<file path="config.mk">
export PLATFORM = sky130hd
export DESIGN_NAME = pipe_ctrl_flat
export DESIGN_NICKNAME = d
export VERILOG_FILES = /design/src/rtl/pipe_ctrl_pkg.sv /design/src/rtl/pipe_ctrl_if.sv /design/src/rtl/pipe_ctrl_hazard_fwd_unit.sv /design/src/rtl/pipe_ctrl.sv /design/src/flat_wrapper.sv
export SDC_FILE = /design/constraint.sdc
export NUM_CORES = 1
export LEC_CHECK = 0
export ABC_AREA = 1
export CORE_UTILIZATION = 39
export CTS_CLUSTER_DIAMETER = 40
export DETAILED_ROUTE_END_ITERATION = 16
export PLACE_DENSITY_LB_ADDON = 0.15
export SLEW_MARGIN = 20
export SYNTH_ARGS = -nofsm -noshare
export SYNTH_HDL_FRONTEND = slang
export SYNTH_SLANG_ARGS = --single-unit
</file>
<file path="constraint.sdc">
create_clock -name clk -period 1.3 [get_ports clk]
set_input_delay 0.26 -clock clk [delete_from_list [all_inputs] [get_ports clk]]
set_output_delay 0.26 -clock clk [all_outputs]
set_load 0.05 [all_outputs]
</file>
<file path="src/rtl/pipe_ctrl_pkg.sv">
// pipe_ctrl shared types: MIPS opcodes, control bundle,
// PC-source and forwarding select encodings.
package pipe_ctrl_pkg;

  localparam logic [5:0] R_TYPE = 6'h00;
  localparam logic [5:0] LW     = 6'h23;
  localparam logic [5:0] SW     = 6'h2B;
  localparam logic [5:0] ADDI   = 6'h08;
  localparam logic [5:0] ANDI   = 6'h0C;
  localparam logic [5:0] BEQ    = 6'h04;
  localparam logic [5:0] BNE    = 6'h05;
  localparam logic [5:0] J      = 6'h02;
  localparam logic [5:0] JAL    = 6'h03;

  typedef enum logic [1:0] {
    PC_PLUS4  = 2'b00,
    PC_BRANCH = 2'b01,
    PC_JUMP   = 2'b10
  } pc_src_e;

  typedef enum logic [1:0] {
    FWD_RF  = 2'b00,
    FWD_WB  = 2'b01,
    FWD_MEM = 2'b10
  } fwd_e;

  typedef struct packed {
    logic       alu_src;
    logic [1:0] alu_case;
    logic       mem_read;
    logic       mem_write;
    logic       reg_write;
    logic [1:0] mem_to_reg;
    logic       branch_eq;
    logic       branch_ne;
    logic       jump;
  } ctrl_t;

endpackage

</file>
<file path="src/rtl/pipe_ctrl_if.sv">
// pipe_ctrl bundle: ID fields and EX flag in,
// stall/flush/select/strobe controls out.
interface pipe_ctrl_if #(
  parameter int REG_AW = 5,
  parameter int OP_W   = 6
);
  logic [OP_W-1:0]   id_opcode;
  logic [REG_AW-1:0] id_rs;
  logic [REG_AW-1:0] id_rt;
  logic [REG_AW-1:0] id_rd;
  logic              ex_zero;
  logic              pc_write;
  logic              if_id_write;
  logic              if_id_flush;
  logic [1:0]        pc_src;
  logic              ex_alu_src;
  logic [1:0]        ex_alu_case;
  logic [1:0]        forward_a;
  logic [1:0]        forward_b;
  logic              mem_read;
  logic              mem_write;
  logic              wb_reg_write;
  logic [1:0]        wb_mem_to_reg;
  logic [REG_AW-1:0] wb_dest;

  modport master (
    output id_opcode, id_rs, id_rt, id_rd, ex_zero,
    input  pc_write, if_id_write, if_id_flush, pc_src,
    input  ex_alu_src, ex_alu_case, forward_a, forward_b,
    input  mem_read, mem_write,
    input  wb_reg_write, wb_mem_to_reg, wb_dest
  );

  modport slave (
    input  id_opcode, id_rs, id_rt, id_rd, ex_zero,
    output pc_write, if_id_write, if_id_flush, pc_src,
    output ex_alu_src, ex_alu_case, forward_a, forward_b,
    output mem_read, mem_write,
    output wb_reg_write, wb_mem_to_reg, wb_dest
  );
endinterface

</file>
<file path="src/rtl/pipe_ctrl_hazard_fwd_unit.sv">
// hazard_fwd_unit: load-use detection and EX operand
// forwarding selects; purely combinational.
module hazard_fwd_unit
  import pipe_ctrl_pkg::*;
#(
  parameter int REG_AW = 5
) (
  input  logic              ex_mem_read,
  input  logic [REG_AW-1:0] ex_dest,
  input  logic [REG_AW-1:0] ex_rs,
  input  logic [REG_AW-1:0] ex_rt,
  input  logic [REG_AW-1:0] id_rs,
  input  logic [REG_AW-1:0] id_rt,
  input  logic              use_rs,
  input  logic              use_rt,
  input  logic              mem_reg_write,
  input  logic [REG_AW-1:0] mem_dest,
  input  logic              wb_reg_write,
  input  logic [REG_AW-1:0] wb_dest,
  output logic              load_use,
  output logic [1:0]        forward_a,
  output logic [1:0]        forward_b
);

  function automatic logic [1:0] fwd_sel(
    input logic [REG_AW-1:0] src,
    input logic              m_we,
    input logic [REG_AW-1:0] m_dst,
    input logic              w_we,
    input logic [REG_AW-1:0] w_dst
  );
    if (m_we && m_dst != '0 && m_dst == src)
      return FWD_MEM;
    if (w_we && w_dst != '0 && w_dst == src)
      return FWD_WB;
    return FWD_RF;
  endfunction

  // stall when a load in EX feeds a source used in ID
  always_comb begin
    load_use = 1'b0;
    if (ex_mem_read && ex_dest != '0)
      load_use = (use_rs && ex_dest == id_rs) ||
                 (use_rt && ex_dest == id_rt);
  end

  // youngest producer wins; $0 never forwards
  always_comb begin
    forward_a = fwd_sel(ex_rs, mem_reg_write, mem_dest,
                        wb_reg_write, wb_dest);
    forward_b = fwd_sel(ex_rt, mem_reg_write, mem_dest,
                        wb_reg_write, wb_dest);
  end

endmodule

</file>
<file path="src/rtl/pipe_ctrl.sv">
// pipe_ctrl: ID decode, ID/EX, EX/MEM, MEM/WB control
// registers and branch/stall/jump priority.
module pipe_ctrl
  import pipe_ctrl_pkg::*;
#(
  parameter int REG_AW = 5,
  parameter int OP_W   = 6,
  parameter int RA_REG = 31
) (
  input logic        clk,
  input logic        rst,
  pipe_ctrl_if.slave bus
);

  typedef struct packed {
    logic              alu_src;
    logic [1:0]        alu_case;
    logic              mem_read;
    logic              mem_write;
    logic              reg_write;
    logic [1:0]        mem_to_reg;
    logic              branch_eq;
    logic              branch_ne;
    logic [REG_AW-1:0] dest;
    logic [REG_AW-1:0] rs;
    logic [REG_AW-1:0] rt;
  } id_ex_t;

  typedef struct packed {
    logic              mem_read;
    logic              mem_write;
    logic              reg_write;
    logic [1:0]        mem_to_reg;
    logic [REG_AW-1:0] dest;
  } ex_mem_t;

  typedef struct packed {
    logic              reg_write;
    logic [1:0]        mem_to_reg;
    logic [REG_AW-1:0] dest;
  } mem_wb_t;

  logic [OP_W-1:0]   op;
  ctrl_t             id_ctrl;
  logic [REG_AW-1:0] id_dest;
  logic              use_rs;
  logic              use_rt;
  id_ex_t            id_ex_d;
  id_ex_t            id_ex_q;
  ex_mem_t           ex_mem_q;
  mem_wb_t           mem_wb_q;
  logic              taken;
  logic              load_use;
  logic              bubble;
  logic [1:0]        fwd_a;
  logic [1:0]        fwd_b;

  assign op = bus.id_opcode;

  // decode ID opcode into control bundle and source use
  always_comb begin
    id_ctrl = '0;
    id_dest = '0;
    use_rs  = 1'b0;
    use_rt  = 1'b0;
    unique case (op)
      R_TYPE: begin
        id_ctrl.alu_case  = 2'b10;
        id_ctrl.reg_write = 1'b1;
        id_dest = bus.id_rd;
        use_rs  = 1'b1;
        use_rt  = 1'b1;
      end
      LW: begin
        id_ctrl.alu_src    = 1'b1;
        id_ctrl.mem_read   = 1'b1;
        id_ctrl.reg_write  = 1'b1;
        id_ctrl.mem_to_reg = 2'b01;
        id_dest = bus.id_rt;
        use_rs  = 1'b1;
      end
      SW: begin
        id_ctrl.alu_src   = 1'b1;
        id_ctrl.mem_write = 1'b1;
        use_rs = 1'b1;
        use_rt = 1'b1;
      end
      ADDI: begin
        id_ctrl.alu_src   = 1'b1;
        id_ctrl.reg_write = 1'b1;
        id_dest = bus.id_rt;
        use_rs  = 1'b1;
      end
      ANDI: begin
        id_ctrl.alu_case  = 2'b11;
        id_ctrl.alu_src   = 1'b1;
        id_ctrl.reg_write = 1'b1;
        id_dest = bus.id_rt;
        use_rs  = 1'b1;
      end
      BEQ: begin
        id_ctrl.alu_case  = 2'b01;
        id_ctrl.branch_eq = 1'b1;
        use_rs = 1'b1;
        use_rt = 1'b1;
      end
      BNE: begin
        id_ctrl.alu_case  = 2'b01;
        id_ctrl.branch_ne = 1'b1;
        use_rs = 1'b1;
        use_rt = 1'b1;
      end
      J: begin
        id_ctrl.jump = 1'b1;
      end
      JAL: begin
        id_ctrl.jump       = 1'b1;
        id_ctrl.reg_write  = 1'b1;
        id_ctrl.mem_to_reg = 2'b10;
        id_dest = REG_AW'(RA_REG);
      end
      default: ;
    endcase
  end

  hazard_fwd_unit #(.REG_AW(REG_AW)) u_hfu (
    .ex_mem_read   (id_ex_q.mem_read),
    .ex_dest       (id_ex_q.dest),
    .ex_rs         (id_ex_q.rs),
    .ex_rt         (id_ex_q.rt),
    .id_rs         (bus.id_rs),
    .id_rt         (bus.id_rt),
    .use_rs        (use_rs),
    .use_rt        (use_rt),
    .mem_reg_write (ex_mem_q.reg_write),
    .mem_dest      (ex_mem_q.dest),
    .wb_reg_write  (mem_wb_q.reg_write),
    .wb_dest       (mem_wb_q.dest),
    .load_use      (load_use),
    .forward_a     (fwd_a),
    .forward_b     (fwd_b)
  );

  assign taken  = (id_ex_q.branch_eq & bus.ex_zero) |
                  (id_ex_q.branch_ne & ~bus.ex_zero);
  assign bubble = taken | load_use;

  // taken branch beats stall beats jump
  always_comb begin
    bus.pc_write    = 1'b1;
    bus.if_id_write = 1'b1;
    bus.if_id_flush = 1'b0;
    bus.pc_src      = PC_PLUS4;
    if (taken) begin
      bus.pc_src      = PC_BRANCH;
      bus.if_id_flush = 1'b1;
    end else if (load_use) begin
      bus.pc_write    = 1'b0;
      bus.if_id_write = 1'b0;
    end else if (id_ctrl.jump) begin
      bus.pc_src      = PC_JUMP;
      bus.if_id_flush = 1'b1;
    end
  end

  // next ID/EX: decoded bundle or a bubble
  always_comb begin
    id_ex_d = '0;
    if (!bubble) begin
      id_ex_d.alu_src    = id_ctrl.alu_src;
      id_ex_d.alu_case   = id_ctrl.alu_case;
      id_ex_d.mem_read   = id_ctrl.mem_read;
      id_ex_d.mem_write  = id_ctrl.mem_write;
      id_ex_d.reg_write  = id_ctrl.reg_write;
      id_ex_d.mem_to_reg = id_ctrl.mem_to_reg;
      id_ex_d.branch_eq  = id_ctrl.branch_eq;
      id_ex_d.branch_ne  = id_ctrl.branch_ne;
      id_ex_d.dest       = id_dest;
      id_ex_d.rs         = bus.id_rs;
      id_ex_d.rt         = bus.id_rt;
    end
  end

  // advance the three control pipeline registers
  always_ff @(posedge clk) begin
    if (rst) begin
      id_ex_q  <= '0;
      ex_mem_q <= '0;
      mem_wb_q <= '0;
    end else begin
      id_ex_q             <= id_ex_d;
      ex_mem_q.mem_read   <= id_ex_q.mem_read;
      ex_mem_q.mem_write  <= id_ex_q.mem_write;
      ex_mem_q.reg_write  <= id_ex_q.reg_write;
      ex_mem_q.mem_to_reg <= id_ex_q.mem_to_reg;
      ex_mem_q.dest       <= id_ex_q.dest;
      mem_wb_q.reg_write  <= ex_mem_q.reg_write;
      mem_wb_q.mem_to_reg <= ex_mem_q.mem_to_reg;
      mem_wb_q.dest       <= ex_mem_q.dest;
    end
  end

  assign bus.forward_a     = fwd_a;
  assign bus.forward_b     = fwd_b;
  assign bus.ex_alu_src    = id_ex_q.alu_src;
  assign bus.ex_alu_case   = id_ex_q.alu_case;
  assign bus.mem_read      = ex_mem_q.mem_read;
  assign bus.mem_write     = ex_mem_q.mem_write;
  assign bus.wb_reg_write  = mem_wb_q.reg_write;
  assign bus.wb_mem_to_reg = mem_wb_q.mem_to_reg;
  assign bus.wb_dest       = mem_wb_q.dest;

endmodule

</file>
<file path="src/flat_wrapper.sv">
// flat-port wrapper written by rule: the top's interface ports become plain ports
module pipe_ctrl_flat import pipe_ctrl_pkg::*;
#(
  parameter int REG_AW = 5,
  parameter int OP_W   = 6,
  parameter int RA_REG = 31
)
  (clk, rst, bus_id_opcode, bus_id_rs, bus_id_rt, bus_id_rd, bus_ex_zero, bus_pc_write, bus_if_id_write, bus_if_id_flush, bus_pc_src, bus_ex_alu_src, bus_ex_alu_case, bus_forward_a, bus_forward_b, bus_mem_read, bus_mem_write, bus_wb_reg_write, bus_wb_mem_to_reg, bus_wb_dest);
  pipe_ctrl_if #(.REG_AW(REG_AW), .OP_W(OP_W)) bus_i ();
  input logic clk;
  input logic rst;
  input wire logic [$bits(bus_i.id_opcode)-1:0] bus_id_opcode;
  input wire logic [$bits(bus_i.id_rs)-1:0] bus_id_rs;
  input wire logic [$bits(bus_i.id_rt)-1:0] bus_id_rt;
  input wire logic [$bits(bus_i.id_rd)-1:0] bus_id_rd;
  input wire logic [$bits(bus_i.ex_zero)-1:0] bus_ex_zero;
  output wire logic [$bits(bus_i.pc_write)-1:0] bus_pc_write;
  output wire logic [$bits(bus_i.if_id_write)-1:0] bus_if_id_write;
  output wire logic [$bits(bus_i.if_id_flush)-1:0] bus_if_id_flush;
  output wire logic [$bits(bus_i.pc_src)-1:0] bus_pc_src;
  output wire logic [$bits(bus_i.ex_alu_src)-1:0] bus_ex_alu_src;
  output wire logic [$bits(bus_i.ex_alu_case)-1:0] bus_ex_alu_case;
  output wire logic [$bits(bus_i.forward_a)-1:0] bus_forward_a;
  output wire logic [$bits(bus_i.forward_b)-1:0] bus_forward_b;
  output wire logic [$bits(bus_i.mem_read)-1:0] bus_mem_read;
  output wire logic [$bits(bus_i.mem_write)-1:0] bus_mem_write;
  output wire logic [$bits(bus_i.wb_reg_write)-1:0] bus_wb_reg_write;
  output wire logic [$bits(bus_i.wb_mem_to_reg)-1:0] bus_wb_mem_to_reg;
  output wire logic [$bits(bus_i.wb_dest)-1:0] bus_wb_dest;
  assign bus_i.id_opcode = bus_id_opcode;
  assign bus_i.id_rs = bus_id_rs;
  assign bus_i.id_rt = bus_id_rt;
  assign bus_i.id_rd = bus_id_rd;
  assign bus_i.ex_zero = bus_ex_zero;
  assign bus_pc_write = bus_i.pc_write;
  assign bus_if_id_write = bus_i.if_id_write;
  assign bus_if_id_flush = bus_i.if_id_flush;
  assign bus_pc_src = bus_i.pc_src;
  assign bus_ex_alu_src = bus_i.ex_alu_src;
  assign bus_ex_alu_case = bus_i.ex_alu_case;
  assign bus_forward_a = bus_i.forward_a;
  assign bus_forward_b = bus_i.forward_b;
  assign bus_mem_read = bus_i.mem_read;
  assign bus_mem_write = bus_i.mem_write;
  assign bus_wb_reg_write = bus_i.wb_reg_write;
  assign bus_wb_mem_to_reg = bus_i.wb_mem_to_reg;
  assign bus_wb_dest = bus_i.wb_dest;
  pipe_ctrl #(.REG_AW(REG_AW), .OP_W(OP_W), .RA_REG(RA_REG)) u_core (.clk(clk), .rst(rst), .bus(bus_i));
endmodule
</file>
== After elaboration in Yosys (flattened, before gate mapping) ==
Cells that the tools add are included.
Storage, ports and cells
  register bits: 43
  input port bits: 24
  output and inout bits: 22
  word-level logic and storage cells: 95
Operators by class
  eq/ne operators: 14
  multiplexer cells: 35
  bitwise logic cells: 5
  reductions and logical operators: 22
Operator list (number)
  equality test 5 bit: 6
  2-to-1 mux 2 bit: 11
  2-to-1 mux 1 bit: 21
  one-hot mux 5 bit (3 select lines): 1
  nonzero test 5 bit: 3
  equality test 6 x 2 -> 1 bit (second input constant): 2
  equality test 6 x 3 -> 1 bit (second input constant): 2
  equality test 6 x 4 -> 1 bit (second input constant): 2
  equality test 6 bit (second input constant): 2
  logical AND 1 bit: 9
  OR reduction 4 bit: 2
  OR reduction 7 bit: 1
  zero test 6 bit: 1
  one-hot mux 2 bit (3 select lines): 1
  OR reduction 2 bit: 3
  OR reduction 5 bit: 1
  one-hot mux 2 bit (2 select lines): 1
  OR reduction 3 bit: 1
  AND 1 bit: 2
  bitwise OR 1 bit: 2
  logical OR 1 bit: 1
  NOT 1 bit: 1

== Longest topological paths before layout ==
  depth after elaboration: 8
  depth in mapped cells: 10
  mapped depth without buffers: 9

== Hierarchy ==
From an unflattened synthesis, not the netlist that was laid out.
Unflattened totals
  cells, all modules: 314
  area, all modules: 2006.9 um^2
Modules (own cells, without submodules)
  pipe_ctrl: times used 1, cells an instance 178, area an instance 1426.4 um^2, seq. area each 820.8 um^2
  hazard_fwd_unit: times used 1, cells an instance 136, area an instance 580.6 um^2, seq. area each 0.0 um^2

== Least setup slack after synthesis ==
No wires, ideal clock.
  path type: register to output
  start point: register u_core.ex_mem_q[4] (netlist name)
  end point: output bus_forward_a[0]
  data arrival time: 2818 ps
  required time: 1040 ps
  setup slack: -1778 ps
  stages on the path, launching flop included: 6
  path buffers: 0
  cells stage by stage: dfxtp_1 inv_1 nand3_1 o21ai_0 nor4_1 nor2_1
On the way
  word-level cells in the longest chain between the ends: 5
  elaborated cells on any way between the ends: 6
  those cells by class: 1 x eq/ne; 2 x mux; 3 x reduce/logical
Ends and longest elaborated chain
  start, declared: RTL line pipe_ctrl.sv:50  | ex_mem_t ex_mem_q;
  nonzero test 5 bit: RTL line pipe_ctrl_hazard_fwd_unit.sv:32  | if (m_we && m_dst != '0 && m_dst == src)
  logical AND 1 bit: RTL line pipe_ctrl_hazard_fwd_unit.sv:32
  logical AND 1 bit *: RTL line pipe_ctrl_hazard_fwd_unit.sv:32
  2-to-1 mux 1 bit *: RTL line pipe_ctrl_hazard_fwd_unit.sv:32
  2-to-1 mux 2 bit *: RTL line pipe_ctrl_hazard_fwd_unit.sv:34  | if (w_we && w_dst != '0 && w_dst == src)
  end, declared: RTL line flat_wrapper.sv:23  | output wire logic [$bits(bus_i.forward_a)-1:0] bus_forward_a;
Every way passes the cells marked *; elsewhere a longest branch is shown, timed or not.

== Worst setup path after layout ==
  start point: register u_core.id_ex_q[14] (netlist name)
  end point: output bus_if_id_write
On the way
  word-level cells in the longest chain between the ends: 6
  elaborated cells on any way between the ends: 10
  those cells by class: 2 x eq/ne; 3 x mux; 5 x reduce/logical
Ends and longest elaborated chain
  start, declared: RTL line pipe_ctrl.sv:49  | id_ex_t id_ex_q;
  start signal, assigned: RTL line pipe_ctrl.sv:191  | id_ex_q <= id_ex_d;
  equality test 5 bit, on equally long branches: RTL line pipe_ctrl_hazard_fwd_unit.sv:43, pipe_ctrl_hazard_fwd_unit.sv:44
  logical AND 1 bit, on equally long branches: RTL line pipe_ctrl_hazard_fwd_unit.sv:43, pipe_ctrl_hazard_fwd_unit.sv:44
  logical OR 1 bit: RTL line pipe_ctrl_hazard_fwd_unit.sv:43  | load_use = (use_rs && ex_dest == id_rs) ||
  2-to-1 mux 1 bit *: RTL line pipe_ctrl_hazard_fwd_unit.sv:42  | if (ex_mem_read && ex_dest != '0)
  2-to-1 mux 1 bit *: RTL line pipe_ctrl.sv:157  | end else if (load_use) begin
  2-to-1 mux 1 bit *: RTL line pipe_ctrl.sv:154  | if (taken) begin
  end, declared: RTL line flat_wrapper.sv:18  | output wire logic [$bits(bus_i.if_id_write)-1:0] bus_if_id_write;
Marked as above.

==> out/metrics.cfg <==
[worst_setup_path]
worst-path-max-fanout = 4
worstSetupStartpoint = u_core.id_ex_q[14]$_SDFF_PP0_
worstReg2RegStart = u_core.id_ex_q[14]$_SDFF_PP0_
cp.arrival_ns = 1.69
reg2reg_depth = 11
rr_endpoint = u_core.id_ex_q[21]$_SDFF_PP0_
required_ns = 1.04
end_kind = primary output
crit_type = register to primary output
start_kind = register
worstSetupEndpoint = bus_if_id_write
r2r_setup_slack_ns = -0.40

[synth]
synth_area_leaders = dfxtp_1, nor2_1, inv_1
yosys.area.top_type_share = 0.4556
syn_avg_cell_area_um2 = 7.557
ys_ff_latch = 43
seq_area_frac_synth = 0.4556
syn-instance-count = 250
synth_area_um2 = 1889
yosysTopAreaCell = dfxtp_1
synthesis.nets = 274
yosysWarnings = 0
ys_types = 24

[pwr]
clockPowerShare = 0.377
power.internal_uw = 2184
power_density_nw_per_um2 = 846.6
combPwrFrac = 0.155
leakage_uw = 0.001524
power_frac_seq = 0.468
p_switching_uw = 735.7
irDropWorstVdd_v = 0.0005993
swShare = 0.2520

[timing]
tightest_slew_ns = 0.4844
layout_setup_ws_ns = -0.6476
fmax_mhz = 513.5
finalCritPeriodShare = 1.498
final.min_clock_period_ns = 1.948
relSlewSlack = 0.6763
skew_ns = 0.008409
slew_viol_final = 0
setup_viol = 34
hold_viol_final = 0
rsz0062_at_grt = true
fin_hold_ws_ns = 0.2246

[drt]
first_pass_iters = 4
drt_iter0_drc = 92
wire_per_inst_um = 13.81
routed_wirelength_mm = 5.619
ant_nets = 0
via_per_inst = 4.843
vias = 1971
drc_errors = 0

[layout]
fin_util = 0.7656
nets = 378
drive_above_1_share = 0.4732
final_cell_mix = buf_4, nor2_1, inv_1, nand2_1, dfxtp_1
largest_reg_flops = 22
synthToLayoutAreaGrowth_pct = 82.52
antenna_cells = 0
layout_commonest_cell = buf_4
finalInstanceArea_um2 = 3448
instances_no_fill = 407
regMostFlops = u_core.id_ex_q

[cts]
cts.clk_slew.worst_paths_ns = 0.08
cts_buffer_depth = 2
htreeDepth = 2
cts_tree = built
cts_hold_buf = 0
cts_buffers = 5
clockRootBuffer = clkbuf_8
cts.sinks = 43
insertion_delay_ns = 0.31

[die]
die_w_um = 71.60
io_pins = 46
dieArea_um2 = 5127
core-area_um2 = 4504
die-height_um = 71.60
fp-row-count = 24
start_util = 0.4194

[global_routing]
overflow = 0
grt_pass1_wl_mm = 8.245
grt_max_degree = 26
grt_usage = 0.2093
first_global_vias = 1849
antenna_found_initial = 0

[worst_hold_path]
min_from = bus_id_rs[1]
min_path_type = input port to register

[placement]
placed_cell_area_um2 = 2967
place_ws_ns = -0.7457
hpwl_mm = 3.349
gp_congestion = 0.7725
portBuffers = 45
dp_cells = 384

[outcome]
outcome = finished with violations
failed_checks = negative setup slack

[flow_run]
cap_viol_max_count = 0

[routing by layer]
metal	track usage	vias up	routed length (um)
li1	-	975	-
met1	0.2412	924	2199
met2	0.3795	59	3020
met3	0.04782	13	280
met4	0.07190	0	118
met5	0	-	0
[worst min path at each step]
| stage | to | slack, ns | cells past startpoint |
|---|---|---|---|
| finish | u_core.id_ex_q[6]$_SDFF_PP0_ | 0.22 | 3 |
| global route | u_core.id_ex_q[6]$_SDFF_PP0_ | 0.25 | 3 |
| CTS | u_core.id_ex_q[20]$_SDFF_PP0_ | 0.34 | 6 |
| detailed placement | u_core.ex_mem_q[5]$_SDFF_PP0_ | 0.39 | 2 |
| global placement | u_core.bus.wb_mem_to_reg[1]$_SDFF_PP0_ | 0.39 | 2 |
| floorplan | u_core.id_ex_q[7]$_SDFF_PP0_ | 0.36 | 2 |
[logic make-up after synthesis]
family,after synthesis,synth area share
simple gates,118,0.2775
buf+inv,49,0.1139
flops,43,0.4556
xor+xnor,23,0.1066
compound gates,17,0.04636
[critical path, stage by stage (launching register included)]
cell,delay (ns)
dfxtp_4,0.38
inv_2,0.05
nand2_1,0.05
nand2_1,0.06
nor2_2,0.17
buf_4,0.14
nand4_1,0.13
nand2_2,0.14
nand3_4,0.11
buf_8,0.17
[cell usage after synthesis, drive strengths merged]
master,count
nand3,8
dfxtp,43
nand2,34
nor4,1
inv,41
xnor2,13
xor2,10
or2,1
nand4,7
o21ai,10
nor2,60
nor3,7
a21oi,6
buf,8
o31ai,1
[metrics by stage]
step	TNS [ns]	power (uW)
3_5_place_dp	-21.55	1765
3_3_place_gp	-20.51	1758
2_1_floorplan	-1.975	1570
5_1_grt	-15.03	3028
4_1_cts	-9.553	2871
6_report	-12.74	2919
[area by class of cell]
cell class / count / area [um^2]
timing repair buffer: 102 / 1087
fill: 296 / 1056
clock inverter: 2 / 35.03
sequential: 43 / 893.4
multi-input combinational: 161 / 1131
inverter: 41 / 153.9
tap: 52 / 65.06
clock buffer: 6 / 82.58
[power groups by stage]
stage / clock network [uW] / logic [uW] / registers, uW
finish: 1100 / 453 / 1370
floorplan: 0 / 174 / 1400
global placement: 0 / 364 / 1390
global route: 1180 / 484 / 1370
detailed placement: 0 / 369 / 1400
CTS: 1110 / 399 / 1370
[what timing repair did]
action / in CTS / in global routing
resized for setup: 66 / 28
pin swaps: 25 / 14
buffers inserted: 9 / 5
setup endpoints to repair: 34 / 34
cloned: 0 / 3
Power figures use the tool's default switching activity.
